### config.mk
export PLATFORM = sky130hd
export DESIGN_NAME = seven_seg_mux
export DESIGN_NICKNAME = d
export VERILOG_FILES = /design/src/rtl/seven_seg_mux.sv
export SDC_FILE = /design/constraint.sdc
export NUM_CORES = 1
export LEC_CHECK = 0
export BUFFER_PORTS_ARGS = -buffer_cell sky130_fd_sc_hd__buf_2
export CAP_MARGIN = 25
export CORE_MARGIN = 2
export CORE_UTILIZATION = 40
export DETAILED_ROUTE_END_ITERATION = 8
export GPL_ROUTABILITY_DRIVEN = 0
export MAX_ROUTING_LAYER = met4
export SLEW_MARGIN = 10
export SYNTH_ARGS = -nofsm -noshare
export SYNTH_HDL_FRONTEND = slang
export SYNTH_SLANG_ARGS = --single-unit
### constraint.sdc
create_clock -name clk -period 4.4 [get_ports clk]
set_input_delay 0.22 -clock clk [delete_from_list [all_inputs] [get_ports clk]]
set_output_delay 0.22 -clock clk [all_outputs]
set_load 0.03 [all_outputs]
### src/rtl/seven_seg_mux.sv
// Time-multiplexed N-digit seven-segment driver with per-frame shadowing
// of the displayed value and optional leading-zero blanking.
module seven_seg_mux #(
    parameter int NUM_DIGITS     = 4,
    parameter int REFRESH_DIV    = 50000,
    parameter bit SEG_ACTIVE_LOW = 1'b1,
    parameter bit AN_ACTIVE_LOW  = 1'b1,
    parameter bit BLANK_LZ       = 1'b1
) (
    input  logic                    clk,
    input  logic                    rst_n,
    input  logic                    enable,
    input  logic [4*NUM_DIGITS-1:0] value,
    input  logic [NUM_DIGITS-1:0]   dp_in,
    output logic [6:0]              seg,
    output logic                    dp,
    output logic [NUM_DIGITS-1:0]   an,
    output logic                    frame_done
);

    localparam int IW = (NUM_DIGITS > 1) ? $clog2(NUM_DIGITS) : 1;
    localparam int PW = $clog2(REFRESH_DIV);

    localparam logic [PW-1:0]         PRESC_MAX = PW'(REFRESH_DIV - 1);
    localparam logic [IW-1:0]         IDX_MAX   = IW'(NUM_DIGITS - 1);
    localparam logic [6:0]            SEG_OFF   = {7{SEG_ACTIVE_LOW}};
    localparam logic                  DP_OFF    = SEG_ACTIVE_LOW;
    localparam logic [NUM_DIGITS-1:0] AN_OFF    = {NUM_DIGITS{AN_ACTIVE_LOW}};

    // Active-high glyphs, bit 6 = g .. bit 0 = a
    function automatic logic [6:0] glyph(input logic [3:0] h);
        logic [6:0] g;
        unique case (h)
            4'h0: g = 7'h3f;
            4'h1: g = 7'h06;
            4'h2: g = 7'h5b;
            4'h3: g = 7'h4f;
            4'h4: g = 7'h66;
            4'h5: g = 7'h6d;
            4'h6: g = 7'h7d;
            4'h7: g = 7'h07;
            4'h8: g = 7'h7f;
            4'h9: g = 7'h6f;
            4'ha: g = 7'h77;
            4'hb: g = 7'h7c;
            4'hc: g = 7'h39;
            4'hd: g = 7'h5e;
            4'he: g = 7'h79;
            4'hf: g = 7'h71;
        endcase
        return g;
    endfunction

    logic [PW-1:0]           presc_q, presc_d;
    logic [IW-1:0]           idx_q, idx_d;
    logic [4*NUM_DIGITS-1:0] shv_q, shv_d;
    logic [NUM_DIGITS-1:0]   shdp_q, shdp_d;
    logic [6:0]              seg_q, seg_d;
    logic                    dp_q, dp_d;
    logic [NUM_DIGITS-1:0]   an_q, an_d;
    logic                    fd_q, fd_d;

    logic                    tick;
    logic                    frame;
    logic [3:0]              cur_dig;
    logic                    cur_dp;
    logic                    cur_blank;
    logic                    zero_run;

    always_comb begin
        presc_d = presc_q;
        idx_d   = idx_q;
        shv_d   = shv_q;
        shdp_d  = shdp_q;
        tick    = enable && (presc_q == PRESC_MAX);
        frame   = tick && (idx_q == IDX_MAX);
        if (enable) begin
            presc_d = tick ? '0 : presc_q + PW'(1);
        end
        if (tick) begin
            idx_d = frame ? '0 : idx_q + IW'(1);
        end
        // Shadow reload only at the frame boundary keeps a frame coherent
        if (frame) begin
            shv_d  = value;
            shdp_d = dp_in;
        end
        fd_d = frame;
    end

    always_comb begin
        zero_run  = 1'b1;
        cur_dig   = '0;
        cur_dp    = 1'b0;
        cur_blank = 1'b0;
        // Walk from the top digit down so zero_run covers digit i and above
        for (int i = NUM_DIGITS - 1; i >= 0; i--) begin
            zero_run = zero_run & (shv_q[4*i +: 4] == 4'h0);
            if (idx_q == IW'(i)) begin
                cur_dig   = shv_q[4*i +: 4];
                cur_dp    = shdp_q[i];
                cur_blank = BLANK_LZ && (i > 0) && zero_run;
            end
        end
    end

    always_comb begin
        seg_d = SEG_OFF;
        dp_d  = DP_OFF;
        an_d  = AN_OFF;
        if (enable) begin
            an_d  = AN_OFF ^ (NUM_DIGITS'(1) << idx_q);
            seg_d = cur_blank ? SEG_OFF
                              : (glyph(cur_dig) ^ {7{SEG_ACTIVE_LOW}});
            dp_d  = cur_dp ^ SEG_ACTIVE_LOW;
        end
    end

    always_ff @(posedge clk or negedge rst_n) begin
        if (!rst_n) begin
            presc_q <= '0;
            idx_q   <= '0;
            shv_q   <= '0;
            shdp_q  <= '0;
            seg_q   <= SEG_OFF;
            dp_q    <= DP_OFF;
            an_q    <= AN_OFF;
            fd_q    <= 1'b0;
        end else begin
            presc_q <= presc_d;
            idx_q   <= idx_d;
            shv_q   <= shv_d;
            shdp_q  <= shdp_d;
            seg_q   <= seg_d;
            dp_q    <= dp_d;
            an_q    <= an_d;
            fd_q    <= fd_d;
        end
    end

    assign seg        = seg_q;
    assign dp         = dp_q;
    assign an         = an_q;
    assign frame_done = fd_q;

endmodule

Word level (Yosys, flattened, before mapping)
Memories as Yosys holds them, arrays and structs flattened. Index checks and enable logic that the tools add are counted.

Flip-flop bits (word level): 51. ROM bits: 112. Input bits: 23. Memories: 1.

$add $sub $neg: 2. Equality and inequality tests: 4. Shift operators: 1. Muxes and demuxes: 19. Bitwise gates (word level): 5. Reductions and logical operators: 6.

Memories: (no name shown) (depth 16, bits a word 7, read ports 1, clocked after Yosys merged registers in 0, write ports 0, line 33) `unique case (h)`.

Operators by type and width (number): 7-bit 2-to-1 mux (3); 4-bit 2-to-1 mux (5); 16-bit by 1-bit adder with 16-bit output, second input constant (1); 16-bit equality test, second input constant (1); 16-bit 2-to-1 mux (1); 4-bit zero test (3); 1-bit 2-to-1 mux (9); 7-bit inverter (1); 2-bit equality test, second input constant (2); 4-bit inverter (1); 1-bit by 2-bit left shift with 4-bit output, first input constant (1); 2-bit by 1-bit adder with 2-bit output, second input constant (1); 1-bit bitwise AND (2); 2-bit by 1-bit equality test with 1-bit output, second input constant (1); 1-bit logical AND (2); 2-bit zero test (1); 2-bit 2-to-1 mux (1); 1-bit inverter (1).

Longest topological paths before layout
Gate-level depths: netlist of the first run. An unclocked memory read counts as a cell.

Depth in word-level cells: 10. Depth in mapped cells: 11. Mapped depth without buffers: 10.

Worst setup path before layout of the first run
No wires, ideal clock.

Kind: reg2reg. Start: reg idx_q[1]. End: reg seg_q[6], in the netlist seg[6]. Setup time: 0.084 ns. Arrival: 2.245 ns. Data required time: 4.316 ns. Slack: 2.071 ns. Stages on the path, launching flop included: 11. Path buffers: 1. Clock period less this slack: 2.329 ns. Path through: dfrtp_1 > inv_1 > ha_1 > clkbuf_1 > a21oi_1 > a22oi_1 > inv_1 > ha_1 > mux2_2 > a22oi_1 > nand2_1.

Word-level cells in the longest chain between the ends: 10. Elaborated cells between the ends (all ways): 17. Classes of those cells: 3 x eq/ne; 11 x mux; 1 x bitwise; 1 x reduce/logical; 1 x memory.

RTL lines: start, declared (line 55) `logic [IW-1:0] idx_q, idx_d;`; start signal, assigned (line 131) `idx_q <= idx_d;`; 2-bit equality test (line 99) `if (idx_q == IW'(i)) begin`; 4-bit 2-to-1 mux (4 in a row) (line 99); memory read 16 x 7 bit; 7-bit 2-to-1 mux (line 111) `if (enable) begin`; 7-bit inverter (no source line); 7-bit 2-to-1 mux * (line 113) `seg_d = cur_blank ? SEG_OFF`; 7-bit 2-to-1 mux * (line 111); via seg_d[6] (line 58) `logic [6:0] seg_q, seg_d;`; end signal, assigned (line 134) `seg_q <= seg_d;`; end, declared (line 58).

Mark *: on every way through the listed nets, which the timed path passes. The rest lies on a longest branch. The select of a mux whose other input is x is not followed. A chain may end at the register's enable or synchronous reset.

Worst setup path in the final report of the first run
Ends and elaborated chain as after synthesis.

==> flow_metrics.env, run 1 <==
export IMPL_status="finished clean"
export IMPL_cts_tree="yes"
export IMPL_drive_above_1_share=0.310
export IMPL_firstDrtPassIters=4
export IMPL_root_buffer="clkbuf_8"
export IMPL_cap_viol_max_count=0
export IMPL_grt_pass1_vias=1681
export IMPL_crit_family="adder cells"
export IMPL_power_switching_mw=0.240
export IMPL_crit_path_max_fanout=17
export IMPL_hold_class="input port to async pin"
export IMPL_clock_skew_ns=0.00923
export IMPL_syn2layout_area_growth_pct=15.5
export IMPL_slowest_stage="ha_1"
export IMPL_clock_fmax_ghz=0.390
export IMPL_die_area_sq_um=7090
export IMPL_drc_errors=0
export IMPL_port_buffers=35
export IMPL_post_cts_buffers=0
export IMPL_worst_pin_slew_ns=0.749
export IMPL_irDropWorstVdd_mv=0.153
export IMPL_power_density_nw_per_um2=339
export IMPL_cts_htree_levels=2
export IMPL_cp_required_ns=4.64
export IMPL_num_io_pins=36
export IMPL_nNetsFinal=304
export IMPL_clkSlewWorstSetupHoldPaths_ns=0.10
export IMPL_maxSlewHeadroom=0.496
export IMPL_diodes=0
export IMPL_nFillCells=594
export IMPL_slew_violations=0
export IMPL_period_minus_slack_ns=2.57
export IMPL_multi_input_area_sq_um=1210
export IMPL_switching_share=0.239
export IMPL_dp_hpwl_mm=3.42
export IMPL_post_cts_resized=0
export IMPL_drt_initial_drc_count=105
export IMPL_clock_latency_ns=0.31
export IMPL_core_area_sq_um=6280
export IMPL_cp_slowest_stage_delay_ns=0.49
export IMPL_startpoint_type="register"
export IMPL_ys_seq_area_frac=0.502
export IMPL_seq_power_share=0.534
export IMPL_cp_cell_sequence="inv_1 > ha_1 > a21oi_1 > a32oi_1 > inv_1 > ha_1 > mux2_2 > a22oi_1 > nand2_1"
export IMPL_overflow=0
export IMPL_hold_viol=0
export IMPL_rsz0062_at_grt="false"
export IMPL_wl_mm=4.79
export IMPL_crit_buf_inv=2
export IMPL_holdBufCountCts=0
export IMPL_clockPowerShare=0.383
export IMPL_worstPathArrival_ns=2.80
export IMPL_ant_nets=0
export IMPL_fp_row_count=29
export IMPL_yosys_cell_types_count=46
export IMPL_drt_vias_per_instance=5.14
export IMPL_setup_violations=0
export IMPL_dieHeight_microns=84.2
export IMPL_antenna_found_initial=0
export IMPL_clk_path_buf_depth=2
export IMPL_grt_max_degree=52
export IMPL_ys_dominant_reg_cell="dfrtp_1"
export IMPL_synth_area_sq_um=2570
export IMPL_syn_num_nets=267
export IMPL_cts_sinks=51
export IMPL_grt_usage=0.151
export IMPL_path_class="register to register"
export IMPL_cts_made_buffers=5
export IMPL_finalPower_mw=1.01
export IMPL_grt_pass1_wl_mm=8.31
export IMPL_pwr_share_comb=0.083
export IMPL_period_share=0.583
export IMPL_yosys_register_bits=51
export IMPL_async_flop_share=1.00
export IMPL_vias=1787
export IMPL_synth_cells=233
export IMPL_synth_edf_count=0
export IMPL_yosysWarnings=0
export IMPL_die_x_microns=84.2
export IMPL_synth_avg_cell_area_sq_um=11.0
export IMPL_p_int_mw=0.767
export IMPL_fin_tns_setup_ns=0
export IMPL_p_leak_nw=1.37
export IMPL_wl_per_cell_microns=13.8
export IMPL_seqCellArea_sq_um=1290
export IMPL_start_util=0.410
export IMPL_endpoint_kind="register"
-- registers in the layout, indices dropped and copies added (netlist names) --
name and cells:
presc_q 16, shv_q 16, seg 7, an 4
shdp_q 4, idx_q 2, dp 1, frame_done 1
-- power by group through the flow --
stage / combinational [mW] / clock (mW) / sequential, mW
after floorplan: 0.0553 / 0 / 0.539
after global placement: 0.0827 / 0 / 0.547
after detailed placement: 0.0860 / 0 / 0.545
after CTS: 0.0855 / 0.397 / 0.538
after global routing: 0.0974 / 0.414 / 0.544
final: 0.0833 / 0.386 / 0.538
-- cells by family (layout without fill, tap and decap cells) --
logic type                 after synthesis  in the layout  share of synthesized area
xor gates and xnor gates                13             13                     0.0443
AOI/OAI and AO/OA                       31             31                     0.0774
adders and majority gates               11             11                     0.0535
and+or+nand+nor                         90             90                      0.188
muxes                                   21             21                      0.106
DFF                                     51             51                      0.502
buffers and inverters                   16             54                     0.0282
-- cell usage after synthesis, types with 2 or more instances --
cell type	count	share of area
dfrtp_1	39	0.38
and3_1	3	0.0073
inv_1	7	0.010
clkbuf_1	3	0.0044
mux2_4	10	0.058
xnor2_1	8	0.027
xor2_1	5	0.017
nor2b_1	2	0.0049
nand2b_1	2	0.0049
nor4_1	4	0.0097
dfstp_2	12	0.12
buf_2	4	0.0078
o21ai_0	9	0.018
nor2_1	17	0.025
nand2_1	26	0.038
nand3b_1	3	0.0088
or3_1	2	0.0049
nand3_1	12	0.023
a22oi_1	2	0.0058
nand4_1	6	0.015
mux2_2	10	0.044
a211oi_1	3	0.0088
nor3_1	2	0.0039
a21oi_1	6	0.012
nor3b_1	2	0.0058
o211ai_1	4	0.012
ha_1	11	0.054
-- placed cells by master, fill, tap and decap left out, types with 2 or more instances in the layout --
cell type,n
nand2b_1,2
nand4_1,6
bufinv_16,2
o211ai_1,4
or3_1,2
nand2_1,26
buf_2,35
xor2_1,5
buf_4,4
a211oi_1,3
clkbuf_8,5
inv_1,7
nand3b_1,3
a21oi_1,6
mux2_4,10
ha_1,11
nand3_1,12
and3_1,3
nor4_1,4
a22oi_1,2
xnor2_1,8
mux2_2,10
dfstp_2,12
nor3b_1,2
o21ai_0,9
nor2b_1,2
nor2_1,17
dfrtp_1,39
nor3_1,2
-- layer usage --
metal	track usage	vias to the layer above	wire (microns)
met5	-	-	0
met4	0.0484	0	68
met3	0.0393	6	225
met2	0.213	37	2070
met1	0.214	847	2420
li1	-	897	-
-- metrics by stage --
step | cell area (sq um) | hold slack (ns) | util | worst slack [ns] | cells
after floorplan | 2570 | -0.0756 | - | 2.07 | 233
after global placement | 2830 | 0.372 | 0.450 | 1.87 | 339
after detailed placement | 2830 | 0.375 | 0.451 | 1.85 | 340
after CTS | 2970 | 0.0350 | 0.473 | 1.83 | 348
after global routing | 2970 | 0.0798 | 0.473 | 1.56 | 348
final | 2970 | 0.00374 | 0.473 | 1.83 | 348
-- area by class of cell --
class,count,share of cell area
clock inverters,3,0.0227
clock buffers,5,0.0232
multi-input cells,166,0.409
flip-flops and latches,51,0.435
well taps,77,0.0324
inverters,7,0.00885
repair buffers,39,0.0691
-- worst paths after layout --
path                       cells past startpoint  slack, ns          to      start
setup / recovery                               9       1.83      seg[6]   idx_q[1]
hold / removal                                 2      0.004  presc_q[2]      rst_n
setup reg to reg                               9       1.83      seg[6]   idx_q[1]
hold reg to reg                                1       0.51   shdp_q[3]  shdp_q[3]
max in group asynchronous                      2       3.95    shv_q[9]      rst_n
min in group clk                               2       0.13    shv_q[6]   value[6]
Note: power is estimated with default switching activity, not from simulation.
==> inputs of run 2 (changes only) <==
Clock period 4.4 ns to 2.4 ns, I/O delays scaled along.
==> run 2 against run 1 <==
Clock power up 24%. Critical path depth unchanged. Non-clock buffer count up 11. Final area up 2.1%. Register-to-register slack worse by 1.6 ns. Cell count up 3.2%. Via count up 2.4%. Core utilization up 1.0 points. Largest cell class unchanged.
==> flow_metrics.env, run 2 (same netlist as run 1, synthesis figures left out) <==
export IMPL_status="finished clean"
export IMPL_die_x_microns=84.2
export IMPL_setup_slack_ns=0.245
export IMPL_cts_made_buffers=5
export IMPL_post_place_ws_ns=0.0540
export IMPL_final_area_sq_um=3030
export IMPL_dieHeight_microns=84.2
export IMPL_ant_nets=0
export IMPL_cts_sinks=51
export IMPL_clock_skew_ns=0.00279
export IMPL_holdWs_ns=0.0416
export IMPL_fin_tns_setup_ns=0
export IMPL_hold_end="shv_q[2]"
export IMPL_cts_tree="yes"
export IMPL_drt_initial_drc_count=110
export IMPL_multi_input_area_sq_um=1230
export IMPL_drc_errors=0
export IMPL_hold_start="value[2]"
export IMPL_final_cell_mix="39 x dfrtp_1, 35 x buf_2, 26 x nand2_1"
export IMPL_num_io_pins=36
export IMPL_grt_usage=0.156
export IMPL_clock_fmax_ghz=0.464
export IMPL_diodes=0
export IMPL_layout_commonest_cell="dfrtp_1"
export IMPL_slowest_stage="dfrtp_1"
export IMPL_drt_vias_per_instance=5.09
export IMPL_cap_viol_max_count=0
export IMPL_period_minus_slack_ns=2.16
export IMPL_overflow=0
export IMPL_worstPathArrival_ns=2.38
export IMPL_fin_util=0.483
export IMPL_fp_row_count=29
export IMPL_slew_violations=0
export IMPL_rsz0062_at_grt="false"
export IMPL_maxSlewHeadroom=0.583
export IMPL_power_density_nw_per_um2=535
export IMPL_hold_class="input port to register"
export IMPL_setup_violations=0
export IMPL_clkSlewWorstSetupHoldPaths_ns=0.09
export IMPL_start_util=0.410
export IMPL_regToRegEndpoint="seg[6]"
export IMPL_port_buffers=35
export IMPL_hold_viol=0
export IMPL_crit_buf_inv=3
export IMPL_dp_hpwl_mm=3.71
export IMPL_crit_path_max_fanout=13
export IMPL_grt_pass1_wl_mm=8.60
export IMPL_root_buffer="clkbuf_8"
export IMPL_r2r_cells=9
export IMPL_wl_mm=4.98
export IMPL_seqCellArea_sq_um=1290
export IMPL_irDropWorstVdd_mv=0.280
export IMPL_firstDrtPassIters=4
export IMPL_cp_cell_sequence="inv_1 > ha_2 > buf_4 > nand3b_1 > a211oi_1 > buf_4 > mux2_2 > a22oi_1 > nand2_1"
export IMPL_r2r_slack_ns=0.24
export IMPL_startpoint_type="register"
export IMPL_nNetsFinal=315
export IMPL_placed_area_sq_um=2910
export IMPL_clock_latency_ns=0.30
export IMPL_clk_path_buf_depth=2
export IMPL_period_share=0.898
export IMPL_die_area_sq_um=7090
export IMPL_antenna_found_initial=0
export IMPL_vias=1829
export IMPL_nFillCells=599
export IMPL_r2r_start="idx_q[0]"
export IMPL_cp_slowest_stage_delay_ns=0.41
export IMPL_grt_max_degree=33
export IMPL_syn2layout_area_growth_pct=18.0
export IMPL_hold_depth=2
export IMPL_drive_above_1_share=0.344
export IMPL_cp_common_cell="buf_4"
export IMPL_cp_required_ns=2.63
export IMPL_wl_per_cell_microns=13.9
export IMPL_worst_pin_slew_ns=0.620
export IMPL_grt_pass1_vias=1754
export IMPL_crit_family="buffers and inverters"
export IMPL_core_area_sq_um=6280
export IMPL_cts_htree_levels=2
export IMPL_path_class="register to register"
export IMPL_endpoint_kind="register"
export IMPL_p_leak_nw=1.41
==> run 2: cell types whose count changed in the layout (fill, tap and decap cells not counted), sizes merged <==
cell         before  now
dlygate4sd3       0    1
clkinvlp          1    0
clkinv            0    1
buf              39   49
bufinv            2    0
clkbuf            5    7
==> run 2: routing by layer <==
layer | up-vias | routed length [microns] | GRT usage
met3 | 4 | 220 | 0.0383
met5 | - | 0 | -
met4 | 0 | 53 | 0.0528
li1 | 917 | - | -
met1 | 873 | 2470 | 0.216
met2 | 35 | 2230 | 0.226
==> run 2: worst reg2reg max path, cell delays in order (launching register included) <==
cell,delay [ns]
dfrtp_1,0.41
inv_1,0.09
ha_2,0.24
buf_4,0.17
nand3b_1,0.15
a211oi_1,0.24
buf_4,0.22
mux2_2,0.35
a22oi_1,0.13
nand2_1,0.07
==> run 2: cell type report <==
cell class / instances / area share
repair buffers: 50 / 0.0998
clock inverters: 1 / 0.00165
inverters: 7 / 0.00866
multi-input cells: 166 / 0.407
well taps: 77 / 0.0318
flip-flops and latches: 51 / 0.426
clock buffers: 7 / 0.0252
==> run 2: worst max-delay path by stage <==
stage | cells past startpoint | endpoint | slack, ns | from
3_5_place_dp | 9 | seg[6] | 0.05 | idx_q[1]
4_1_cts | 9 | seg[6] | 0.03 | idx_q[1]
6_report | 9 | seg[6] | 0.24 | idx_q[0]
5_1_grt | 9 | seg[6] | 0.09 | idx_q[0]
3_3_place_gp | 9 | seg[6] | 0.21 | idx_q[1]
2_1_floorplan | 10 | seg[6] | 0.07 | idx_q[1]
==> run 2: stage by stage <==
step	std cells	power (mW)
floorplan	233	1.09
global placement	349	1.16
detailed placement	349	1.16
CTS	358	1.64
global route	359	1.72
finish	359	1.62
==> run 2: repair_timing <==
item	4_1_cts	5_1_grt
hold endpoints to repair	7	0
buffers inserted	0	1
endpoints found under the setup margin	0	5
hold buffers	1	0
resized for setup	0	5
==> run 2: power breakdown <==
part | leakage [nW] | switching (mW) | internal, mW
registers | 0.640 | 0.0724 | 0.915
clock network | 0.0422 | 0.272 | 0.205
logic | 0.729 | 0.0750 | 0.0819
total | 1.41 | 0.420 | 1.20
